$ cat config.mk
export PLATFORM = sky130hd
export DESIGN_NAME = img_load_ctrl_flat
export DESIGN_NICKNAME = d
export VERILOG_FILES = /design/src/rtl/img_load_ctrl_if.sv /design/src/rtl/img_load_ctrl.sv /design/src/flat_wrapper.sv
export SDC_FILE = /design/constraint.sdc
export NUM_CORES = 1
export LEC_CHECK = 0
export ABC_AREA = 1
export BUFFER_PORTS_ARGS = -buffer_cell sky130_fd_sc_hd__clkbuf_2
export CAP_MARGIN = 20
export CORE_UTILIZATION = 46
export CTS_CLUSTER_DIAMETER = 60
export DETAILED_ROUTE_END_ITERATION = 8
export PLACE_DENSITY = 0.68
export REMOVE_ABC_BUFFERS = 1
export SLEW_MARGIN = 40
export SYNTH_ARGS = -nofsm -noshare
export SYNTH_HDL_FRONTEND = slang
export SYNTH_SLANG_ARGS = --single-unit
$ cat constraint.sdc
create_clock -name clk -period 1.7 [get_ports clk]
set_input_delay 0.17 -clock clk [delete_from_list [all_inputs] [get_ports clk]]
set_output_delay 0.17 -clock clk [all_outputs]
set_load 0.05 [all_outputs]
$ cat src/rtl/img_load_ctrl_if.sv
// Handshake and bus bundle between the image-load sequencer and its
// surroundings: upstream row source, input-image BRAM and first NN layer.
interface img_load_ctrl_if #(
  parameter int ADDR_W = 11
);
  logic              start;
  logic              row_valid;
  logic              row_ack;
  logic              load_en;
  logic              rescale;
  logic [ADDR_W-1:0] bram_addr;
  logic              load_done;
  logic              rd_start;
  logic              pix_valid;
  logic [9:0]        pix_idx;
  logic              pix_last;
  logic              frame_loaded;
  logic              frame_done;
  logic              busy;
  logic              err;

  modport master (
    input  start, row_valid, load_done, rd_start,
    output row_ack, load_en, rescale, bram_addr, pix_valid, pix_idx,
           pix_last, frame_loaded, frame_done, busy, err
  );

  modport slave (
    output start, row_valid, load_done, rd_start,
    input  row_ack, load_en, rescale, bram_addr, pix_valid, pix_idx,
           pix_last, frame_loaded, frame_done, busy, err
  );
endinterface

$ cat src/rtl/img_load_ctrl.sv
// Input-image BRAM sequencer: rescale pulse, row-by-row handshaked load with
// a gap cycle between rows, then an address-ordered pixel stream whose valid,
// index and last flags are delayed to line up with the BRAM read latency.
module img_load_ctrl #(
  parameter int ROWS      = 28,
  parameter int COLS      = 28,
  parameter int ADDR_W    = 11,
  parameter int BASE_ADDR = 0,
  parameter int RD_LAT    = 1,
  parameter int TIMEOUT   = 255
) (
  input  logic            clk,
  input  logic            rst,
  img_load_ctrl_if.master bus
);

  localparam int NPIX = ROWS * COLS;
  localparam int RW   = $clog2(ROWS + 1);
  localparam int WW   = $clog2(TIMEOUT + 2);
  localparam int DW   = (RD_LAT > 1) ? $clog2(RD_LAT) : 1;
  localparam logic [ADDR_W-1:0] BASE = ADDR_W'(BASE_ADDR);
  localparam logic [ADDR_W-1:0] STEP = ADDR_W'(COLS);
  localparam logic [9:0]        LAST = 10'(NPIX - 1);

  if (BASE_ADDR + NPIX - 1 >= (1 << ADDR_W)) begin : g_addr_range_chk
    $error("img_load_ctrl: BASE_ADDR+ROWS*COLS-1 does not fit in ADDR_W bits");
  end
  if (NPIX > 1024) begin : g_pix_range_chk
    $error("img_load_ctrl: ROWS*COLS exceeds the 10-bit pixel index");
  end
  if (RD_LAT < 1 || RD_LAT > 4) begin : g_lat_range_chk
    $error("img_load_ctrl: RD_LAT must be in 1..4");
  end

  typedef enum logic [3:0] {
    IDLE, RESCALE, WAIT_ROW, LOAD, GAP, LOADED, STREAM, DRAIN, ERR
  } state_t;

  state_t            state;
  logic [RW-1:0]     row_cnt;
  logic [9:0]        rd_cnt;
  logic [WW-1:0]     wait_cnt;
  logic [DW-1:0]     drain_cnt;
  logic [ADDR_W-1:0] row_base;
  logic [RD_LAT-1:0] vld_sr;
  logic [RD_LAT-1:0] last_sr;
  logic [9:0]        idx_sr [RD_LAT];

  // Main sequencer: state, counters and every registered control output.
  always_ff @(posedge clk) begin
    if (rst) begin
      state            <= IDLE;
      row_cnt          <= '0;
      rd_cnt           <= '0;
      wait_cnt         <= '0;
      drain_cnt        <= '0;
      row_base         <= BASE;
      bus.row_ack      <= 1'b0;
      bus.load_en      <= 1'b0;
      bus.rescale      <= 1'b0;
      bus.bram_addr    <= BASE;
      bus.frame_loaded <= 1'b0;
      bus.frame_done   <= 1'b0;
      bus.busy         <= 1'b0;
      bus.err          <= 1'b0;
    end else begin
      bus.row_ack    <= 1'b0;
      bus.rescale    <= 1'b0;
      bus.frame_done <= 1'b0;
      case (state)
        IDLE, LOADED, ERR: begin
          if (bus.start) begin
            state            <= RESCALE;
            row_cnt          <= '0;
            rd_cnt           <= '0;
            row_base         <= BASE;
            bus.err          <= 1'b0;
            bus.rescale      <= 1'b1;
            bus.busy         <= 1'b1;
            bus.frame_loaded <= 1'b0;
          end else if (state == LOADED && bus.rd_start) begin
            state            <= STREAM;
            rd_cnt           <= '0;
            bus.bram_addr    <= BASE;
            bus.busy         <= 1'b1;
            bus.frame_loaded <= 1'b0;
          end
        end
        RESCALE: begin
          state <= WAIT_ROW;
        end
        WAIT_ROW: begin
          if (bus.row_valid) begin
            state         <= LOAD;
            wait_cnt      <= '0;
            bus.load_en   <= 1'b1;
            bus.bram_addr <= row_base;
          end
        end
        LOAD: begin
          if (bus.load_done) begin
            state         <= GAP;
            bus.load_en   <= 1'b0;
            bus.bram_addr <= BASE;
            bus.row_ack   <= 1'b1;
            row_cnt       <= row_cnt + RW'(1);
            row_base      <= row_base + STEP;
          end else if (wait_cnt >= WW'(TIMEOUT)) begin
            state         <= ERR;
            bus.load_en   <= 1'b0;
            bus.bram_addr <= BASE;
            bus.err       <= 1'b1;
            bus.busy      <= 1'b0;
          end else begin
            wait_cnt <= wait_cnt + WW'(1);
          end
        end
        GAP: begin
          if (row_cnt == RW'(ROWS)) begin
            state            <= LOADED;
            bus.frame_loaded <= 1'b1;
            bus.busy         <= 1'b0;
          end else begin
            state <= WAIT_ROW;
          end
        end
        STREAM: begin
          if (rd_cnt == LAST) begin
            state         <= DRAIN;
            drain_cnt     <= '0;
            bus.bram_addr <= BASE;
          end else begin
            rd_cnt        <= rd_cnt + 10'd1;
            bus.bram_addr <= BASE + ADDR_W'(rd_cnt + 10'd1);
          end
        end
        DRAIN: begin
          if (drain_cnt == DW'(RD_LAT - 1)) begin
            state          <= IDLE;
            bus.frame_done <= 1'b1;
            bus.busy       <= 1'b0;
          end else begin
            drain_cnt <= drain_cnt + DW'(1);
          end
        end
        default: begin
          state <= IDLE;
        end
      endcase
    end
  end

  // Delay the issue flag, index and last marker by the BRAM read latency.
  always_ff @(posedge clk) begin
    if (rst) begin
      vld_sr  <= '0;
      last_sr <= '0;
      for (int i = 0; i < RD_LAT; i++) idx_sr[i] <= '0;
    end else begin
      vld_sr[0]  <= (state == STREAM);
      last_sr[0] <= (state == STREAM) && (rd_cnt == LAST);
      idx_sr[0]  <= (state == STREAM) ? rd_cnt : 10'd0;
      for (int i = 1; i < RD_LAT; i++) begin
        vld_sr[i]  <= vld_sr[i-1];
        last_sr[i] <= last_sr[i-1];
        idx_sr[i]  <= idx_sr[i-1];
      end
    end
  end

  assign bus.pix_valid = vld_sr[RD_LAT-1];
  assign bus.pix_last  = last_sr[RD_LAT-1];
  assign bus.pix_idx   = idx_sr[RD_LAT-1];

endmodule

$ cat src/flat_wrapper.sv
// flat-port wrapper written by rule: the top's interface ports become plain ports
module img_load_ctrl_flat 
#(
  parameter int ROWS      = 28,
  parameter int COLS      = 28,
  parameter int ADDR_W    = 11,
  parameter int BASE_ADDR = 0,
  parameter int RD_LAT    = 1,
  parameter int TIMEOUT   = 255
)
  (clk, rst, bus_start, bus_row_valid, bus_load_done, bus_rd_start, bus_row_ack, bus_load_en, bus_rescale, bus_bram_addr, bus_pix_valid, bus_pix_idx, bus_pix_last, bus_frame_loaded, bus_frame_done, bus_busy, bus_err);
  img_load_ctrl_if #(.ADDR_W(ADDR_W)) bus_i ();
  input  logic clk;
  input  logic rst;
  input wire logic [$bits(bus_i.start)-1:0] bus_start;
  input wire logic [$bits(bus_i.row_valid)-1:0] bus_row_valid;
  input wire logic [$bits(bus_i.load_done)-1:0] bus_load_done;
  input wire logic [$bits(bus_i.rd_start)-1:0] bus_rd_start;
  output wire logic [$bits(bus_i.row_ack)-1:0] bus_row_ack;
  output wire logic [$bits(bus_i.load_en)-1:0] bus_load_en;
  output wire logic [$bits(bus_i.rescale)-1:0] bus_rescale;
  output wire logic [$bits(bus_i.bram_addr)-1:0] bus_bram_addr;
  output wire logic [$bits(bus_i.pix_valid)-1:0] bus_pix_valid;
  output wire logic [$bits(bus_i.pix_idx)-1:0] bus_pix_idx;
  output wire logic [$bits(bus_i.pix_last)-1:0] bus_pix_last;
  output wire logic [$bits(bus_i.frame_loaded)-1:0] bus_frame_loaded;
  output wire logic [$bits(bus_i.frame_done)-1:0] bus_frame_done;
  output wire logic [$bits(bus_i.busy)-1:0] bus_busy;
  output wire logic [$bits(bus_i.err)-1:0] bus_err;
  assign bus_i.start = bus_start;
  assign bus_i.row_valid = bus_row_valid;
  assign bus_i.load_done = bus_load_done;
  assign bus_i.rd_start = bus_rd_start;
  assign bus_row_ack = bus_i.row_ack;
  assign bus_load_en = bus_i.load_en;
  assign bus_rescale = bus_i.rescale;
  assign bus_bram_addr = bus_i.bram_addr;
  assign bus_pix_valid = bus_i.pix_valid;
  assign bus_pix_idx = bus_i.pix_idx;
  assign bus_pix_last = bus_i.pix_last;
  assign bus_frame_loaded = bus_i.frame_loaded;
  assign bus_frame_done = bus_i.frame_done;
  assign bus_busy = bus_i.busy;
  assign bus_err = bus_i.err;
  img_load_ctrl #(.ROWS(ROWS), .COLS(COLS), .ADDR_W(ADDR_W), .BASE_ADDR(BASE_ADDR), .RD_LAT(RD_LAT), .TIMEOUT(TIMEOUT)) u_core (.clk(clk), .rst(rst), .bus(bus_i));
endmodule
==> results of run 1 <==
## timing repair
item | CTS | global route
setup endpoints to repair | 25 | 48
gates resized for setup | 16 | 9
pin swaps | 11 | 6
setup buffers | 0 | 1
cloned | 1 | 0
## worst paths after layout
kind                           startpoint                  endpoint  slack, ns
hold / removal              bus_load_done           u_core.state[3]       0.17
hold reg to reg   u_core.bus.frame_loaded   u_core.bus.frame_loaded       0.47
setup / recovery       u_core.wait_cnt[0]  u_core.bus.bram_addr[10]      -0.08
setup reg to reg       u_core.wait_cnt[0]  u_core.bus.bram_addr[10]      -0.08
## routing by layer
layer | vias to the layer above | part of all wire, % | GRT usage [%]
met2 | 86 | 48 | 36.1
li1 | 1619 | - | -
met1 | 1441 | 46 | 28.9
met4 | 0 | 1.2 | 8.33
met5 | - | 0 | 0
met3 | 9 | 4.9 | 3.95
## logic make-up (layout without fill, tap and decap cells)
| kind of cell | count (synthesis) | in the layout | synth area share [%] |
|---|---|---|---|
| buffers and inverters | 63 | 133 | 7.78 |
| DFF | 67 | 67 | 41.3 |
| and+or+nand+nor | 258 | 259 | 35.5 |
| xor gates and xnor gates | 8 | 8 | 2.16 |
| AOI/OAI and AO/OA | 66 | 66 | 10.9 |
| adders and majority gates | 6 | 6 | 2.31 |
## registers in the layout, indices dropped and copies added (netlist names), 4 cells and up
signal	count
u_core.row_base	9
u_core.wait_cnt	9
u_core.idx_sr	10
u_core.state	4
u_core.row_cnt	5
u_core.rd_cnt	10
u_core.bus.bram_addr	11
## worst max-delay path: cells and delay by family, from the launching register on
family        cells  cell delay [ns]
simple gates     11             0.94
fa+ha+maj         2             0.37
flops             1             0.37
## area by class of cell
class	instances	area [sq um]	share of cell area, %
multi-input combinational	339	1750	43.6
sequential	67	1350	33.5
timing repair buffer	63	398	9.90
inverter	54	203	5.04
clock buffer	9	124	3.08
tap	96	120	2.99
clock inverter	7	78.8	1.96
## report_power, final
| part | internal (mW) | total, mW | leakage [nW] | switching, mW |
|---|---|---|---|---|
| combinational | 0.600 | 1.86 | 1.08 | 1.26 |
| clock | 0.683 | 1.35 | 0.0916 | 0.663 |
| sequential | 1.68 | 1.77 | 0.543 | 0.0917 |
## stage by stage
step	setup TNS (ns)	utilization (%)
2_1_floorplan	-1.16	-
3_3_place_gp	-1.63	54.6
3_5_place_dp	-3.36	54.6
4_1_cts	-0.750	58.5
5_1_grt	-3.83	59.2
6_report	-0.753	59.2
## cells in the mapped netlist, drive strengths merged (2+ instances only)
cell and n:
nand3 31, ha 6, nor2 69, xor2 8, o21ai 14, nor3 6
dfxtp 67, clkbuf 6, inv 53, nand4 8, a21oi 44, buf 3
nand2 141, a31oi 2
==> impl_metrics.tcl, run 1 <==
set metrics [dict create \
    slew_viol_final 0 \
    root_buffer "clkbuf_8" \
    worst_slack_ns -0.0844 \
    first_iter_violations 178 \
    worstMarginPinSlew_ns 0.433 \
    critPathLaunchType "flip-flop" \
    ios 36 \
    clkLatencyLatePin_ns 0.35 \
    grt_pass1_wl_microns 12700 \
    port-buffer-count 35 \
    preCtsSetupSlack_ns -0.204 \
    placedCellCount 617 \
    critPathMaxFanout 6 \
    min_period_ns 1.78 \
    synth-edff-count 0 \
    final_nets 546 \
    wire_per_inst_microns 12.1 \
    ys.flop_type "dfxtp_1" \
    fin_skew_ns 0.00957 \
    cts_tree "yes" \
    place_area_sq_um 3710 \
    fmax_mhz 560 \
    netlist.area_leader.share_pct 41.3 \
    drc_errors 0 \
    die_h_microns 86.0 \
    hold_viol 0 \
    synth.area.top_cells "dfxtp_1 41%, nand2_1 15%, nor2_1 7.2%" \
    start_util_pct 47.8 \
    p_per_area_nw_per_um2 1240 \
    postSynthCellCount 468 \
    ys_warn_count 0 \
    slowest_delay_ns 0.37 \
    antenna_left 0 \
    die_area_sq_um 7400 \
    final_common_cell "nand2_1" \
    crit_path_end_kind "flip-flop" \
    vias 3155 \
    leakage_nw 1.72 \
    seq_area_frac_synth_pct 41.3 \
    syn_to_final_growth_pct 23.8 \
    grt_pass1_vias 2752 \
    grt_max_degree 16 \
    clock_path_buffers 2 \
    final_cell_area_sq_um 4020 \
    rsz0062_at_grt "true" \
    cap_violations 0 \
    cp_slowest_cell "dfxtp_2" \
    min_path_type "in2reg" \
    vias_per_cell 4.97 \
    period_share_pct 105 \
    dieWidth_microns 86.0 \
    cp_data_arrival_time_ns 2.03 \
    worstPathRequired_ns 1.94 \
    dp_hpwl_microns 5630 \
    cts_hold_buf 0 \
    wl_microns 7710 \
    finalSetupViolCount 18 \
    synthArstFlopShare_pct 0 \
    outcome "finished, violations left" \
    track_usage_pct 22.0 \
    violations "negative setup slack" \
    synth_area_sq_um 3250 \
    numClockSinks 67 \
    min_path_cells 4 \
    r2r_cells 13 \
    path_clk_slew_ns 0.08 \
    dr.pass1.iters 5 \
    antenna_found_initial 0 \
    yosysUniqueCellTypes 34 \
    core.rowCount 30 \
    core_area_sq_um 6790 \
    crit_path_cell_trace "ha_4 -> nand2_4 -> nor2_4 -> nand2_2 -> nor3_2 -> ha_2 -> nor2_4 -> nand3_4 -> nand2_8 -> nor2_4 -> nand2_1 -> nand2_1 -> nor2_1" \
    layout.cells.non_filler 635 \
    antennaDiodeCount 0 \
    nFillCells 624 \
    place_congestion 0.857 \
    irDropWorstVdd_v 0.000720 \
    final_cell_mix "127 x nand2_1, 64 x dfxtp_1, 58 x nor2_1" \
    cts_buffers 9 \
    layout-drive-gt1-share_pct 22.6 \
    htree_num_levels 3 \
    avgSynthCellArea_sq_um 6.94 \
    yosys.area.top_type "dfxtp_1" \
    cp_common_cell "nor2_4" \
    whs_ns 0.171 \
    criticalPathCategory "reg2reg" \
    synth.ff_latch_count 67 \
    grt_overflow 0 \
    power.total_mw 4.99 \
    relSlewSlack_pct 71.1 \
]
Note: power is estimated with default switching activity, not from simulation.
==> run 2, diff against run 1 <==
CORE_UTILIZATION = 40   (was 46)
PLACE_DENSITY = not set   (was 0.68)
PLACE_DENSITY_LB_ADDON = 0.2   (was not set)
clock period = 2.25 ns   (was 1.7 ns; I/O delays follow)
==> run 2 against run 1 <==
  * The flow now finishes without violations
  * Global-route usage decreased by 2.9 points
  * Critical path depth decreased by 1
  * Non-clock buffer count is 22 lower
  * Worst setup slack improved by 0.36 ns
  * Clock-buffer cell count did not move
  * Register-to-register slack improved by 0.36 ns
  * Combinational power is 31% lower
  * Cell count fell by 2.5%
  * Via count down 3.4%
  * Sequential share of layout area up 2.5 points
  * Critical endpoint is now u_core.bus.bram_addr[4]
==> impl_metrics.tcl, run 2 (synthesis gave the netlist of run 1 again) <==
set metrics [dict create \
    outcome "complete, no violations" \
    final_common_cell "nand2_1" \
    finalSetupViolCount 0 \
    worstMarginPinSlew_ns 0.472 \
    die_h_microns 92.1 \
    place_area_sq_um 3550 \
    criticalPathCategory "reg2reg" \
    grt_max_degree 23 \
    min_path_type "in2reg" \
    fin_skew_ns 0.00884 \
    die_area_sq_um 8480 \
    cp_data_arrival_time_ns 2.25 \
    setup_tns_ns 0 \
    track_usage_pct 19.1 \
    final_cell_mix "131 x nand2_1, 67 x dfxtp_1, 62 x nor2_1" \
    syn_to_final_growth_pct 15.0 \
    wl_microns 7610 \
    final_cell_area_sq_um 3730 \
    largest_reg_flops 11 \
    first_iter_violations 112 \
    critPathLaunchType "flip-flop" \
    crit_path_end_kind "flip-flop" \
    vias_per_cell 4.92 \
    critPathMaxFanout 6 \
    drc_errors 0 \
    clkLatencyLatePin_ns 0.34 \
    regMostFlops "u_core.bus.bram_addr" \
    period_share_pct 87.9 \
    core_area_sq_um 7810 \
    clock_path_buffers 2 \
    layout-drive-gt1-share_pct 16.1 \
    rsz0062_at_grt "false" \
    grt_pass1_wl_microns 12800 \
    numClockSinks 67 \
    cts_tree "yes" \
    p_per_area_nw_per_um2 948 \
    start_util_pct 41.6 \
    fmax_mhz 506 \
    cap_violations 0 \
    place_congestion 0.860 \
    relSlewSlack_pct 68.5 \
    whs_ns 0.223 \
    path_clk_slew_ns 0.08 \
    htree_num_levels 3 \
    antenna_left 0 \
    hold_viol 0 \
    final_nets 524 \
    dr.pass1.iters 4 \
    leakage_nw 1.57 \
    grt_pass1_vias 2787 \
    root_buffer "clkbuf_8" \
    antennaDiodeCount 0 \
    worstPathRequired_ns 2.52 \
    vias 3047 \
    nFillCells 814 \
    irDropWorstVdd_v 0.000355 \
    cts_buffers 9 \
    antenna_found_initial 0 \
    post-cts-setup-buffer-count 0 \
    ios 36 \
    grt_overflow 0 \
    slew_viol_final 0 \
    wire_per_inst_microns 12.3 \
    dieWidth_microns 92.1 \
    dp_hpwl_microns 5560 \
    core.rowCount 32 \
    min_period_ns 1.98 \
    top_regs "u_core.bus.bram_addr: 11 flops, u_core.idx_sr: 10 flops, u_core.rd_cnt: 10 flops" \
    port-buffer-count 35 \
]
[run 2: cell types whose count changed in the layout (fill, tap and decap cells not counted), sizes merged]
cell,before,now
buf,28,6
bufinv,1,0
inv,53,54
[run 2: worst paths after layout]
| path | startpoint | slack, ns | end | cells past startpoint |
|---|---|---|---|---|
| setup / recovery | u_core.wait_cnt[0] | 0.27 | u_core.bus.bram_addr[4] | 12 |
| hold reg to reg | u_core.bus.bram_addr[5] | 0.46 | u_core.bus.bram_addr[5] | 2 |
| setup reg to reg | u_core.wait_cnt[0] | 0.27 | u_core.bus.bram_addr[4] | 12 |
| hold / removal | bus_start | 0.22 | u_core.bus.rescale | 3 |
[run 2: area by class of cell]
cell class                 instances  area (sq um)  area share (%)
inverter                          54           203            5.43
sequential                        67          1340            35.9
clock inverter                     7          53.8            1.44
timing repair buffer              41           220            5.90
clock buffer                       9           124            3.32
tap                              102           128            3.42
multi-input combinational        339          1670            44.6
[run 2: what timing repair did]
item,CTS,global route
hold buffers,0,0
setup endpoints to repair,0,9
resized for setup,0,1
[run 2: report_power, final]
group	internal [mW]	total, mW	switching, mW
Combinational	0.357	1.29	0.928
Clock	0.405	0.908	0.503
Sequential	1.27	1.35	0.0764
Total	2.03	3.54	1.51
[run 2: critical path: stages, from the launching register on]
cell     delay [ns]
dfxtp_1        0.37
ha_1           0.17
nand2_1        0.07
nor2_1         0.16
nand2_1        0.12
nor3_1         0.17
ha_1           0.17
nor2_1         0.07
nand3_4        0.13
nand2_4        0.11
nor2_4         0.17
nand2_1        0.07
a21oi_1        0.14
[run 2: stage by stage]
step	setup WS [ns]	util, %	instances	power [mW]
3_5_place_dp	0.207	45.4	602	2.61
2_1_floorplan	0.441	-	459	2.30
6_report	0.273	47.8	619	3.54
5_1_grt	0.00454	47.8	619	3.79
3_3_place_gp	0.283	45.4	602	2.61
4_1_cts	0.190	47.7	618	3.53
[run 2: routing by layer]
layer | share of wire (%) | up-vias | global-route usage [%]
li1 | - | 1581 | -
met1 | 48 | 1407 | 25.3
met2 | 48 | 55 | 30.7
met3 | 3.7 | 4 | 3.98
met4 | 0.92 | 0 | 6.64
met5 | 0 | - | 0
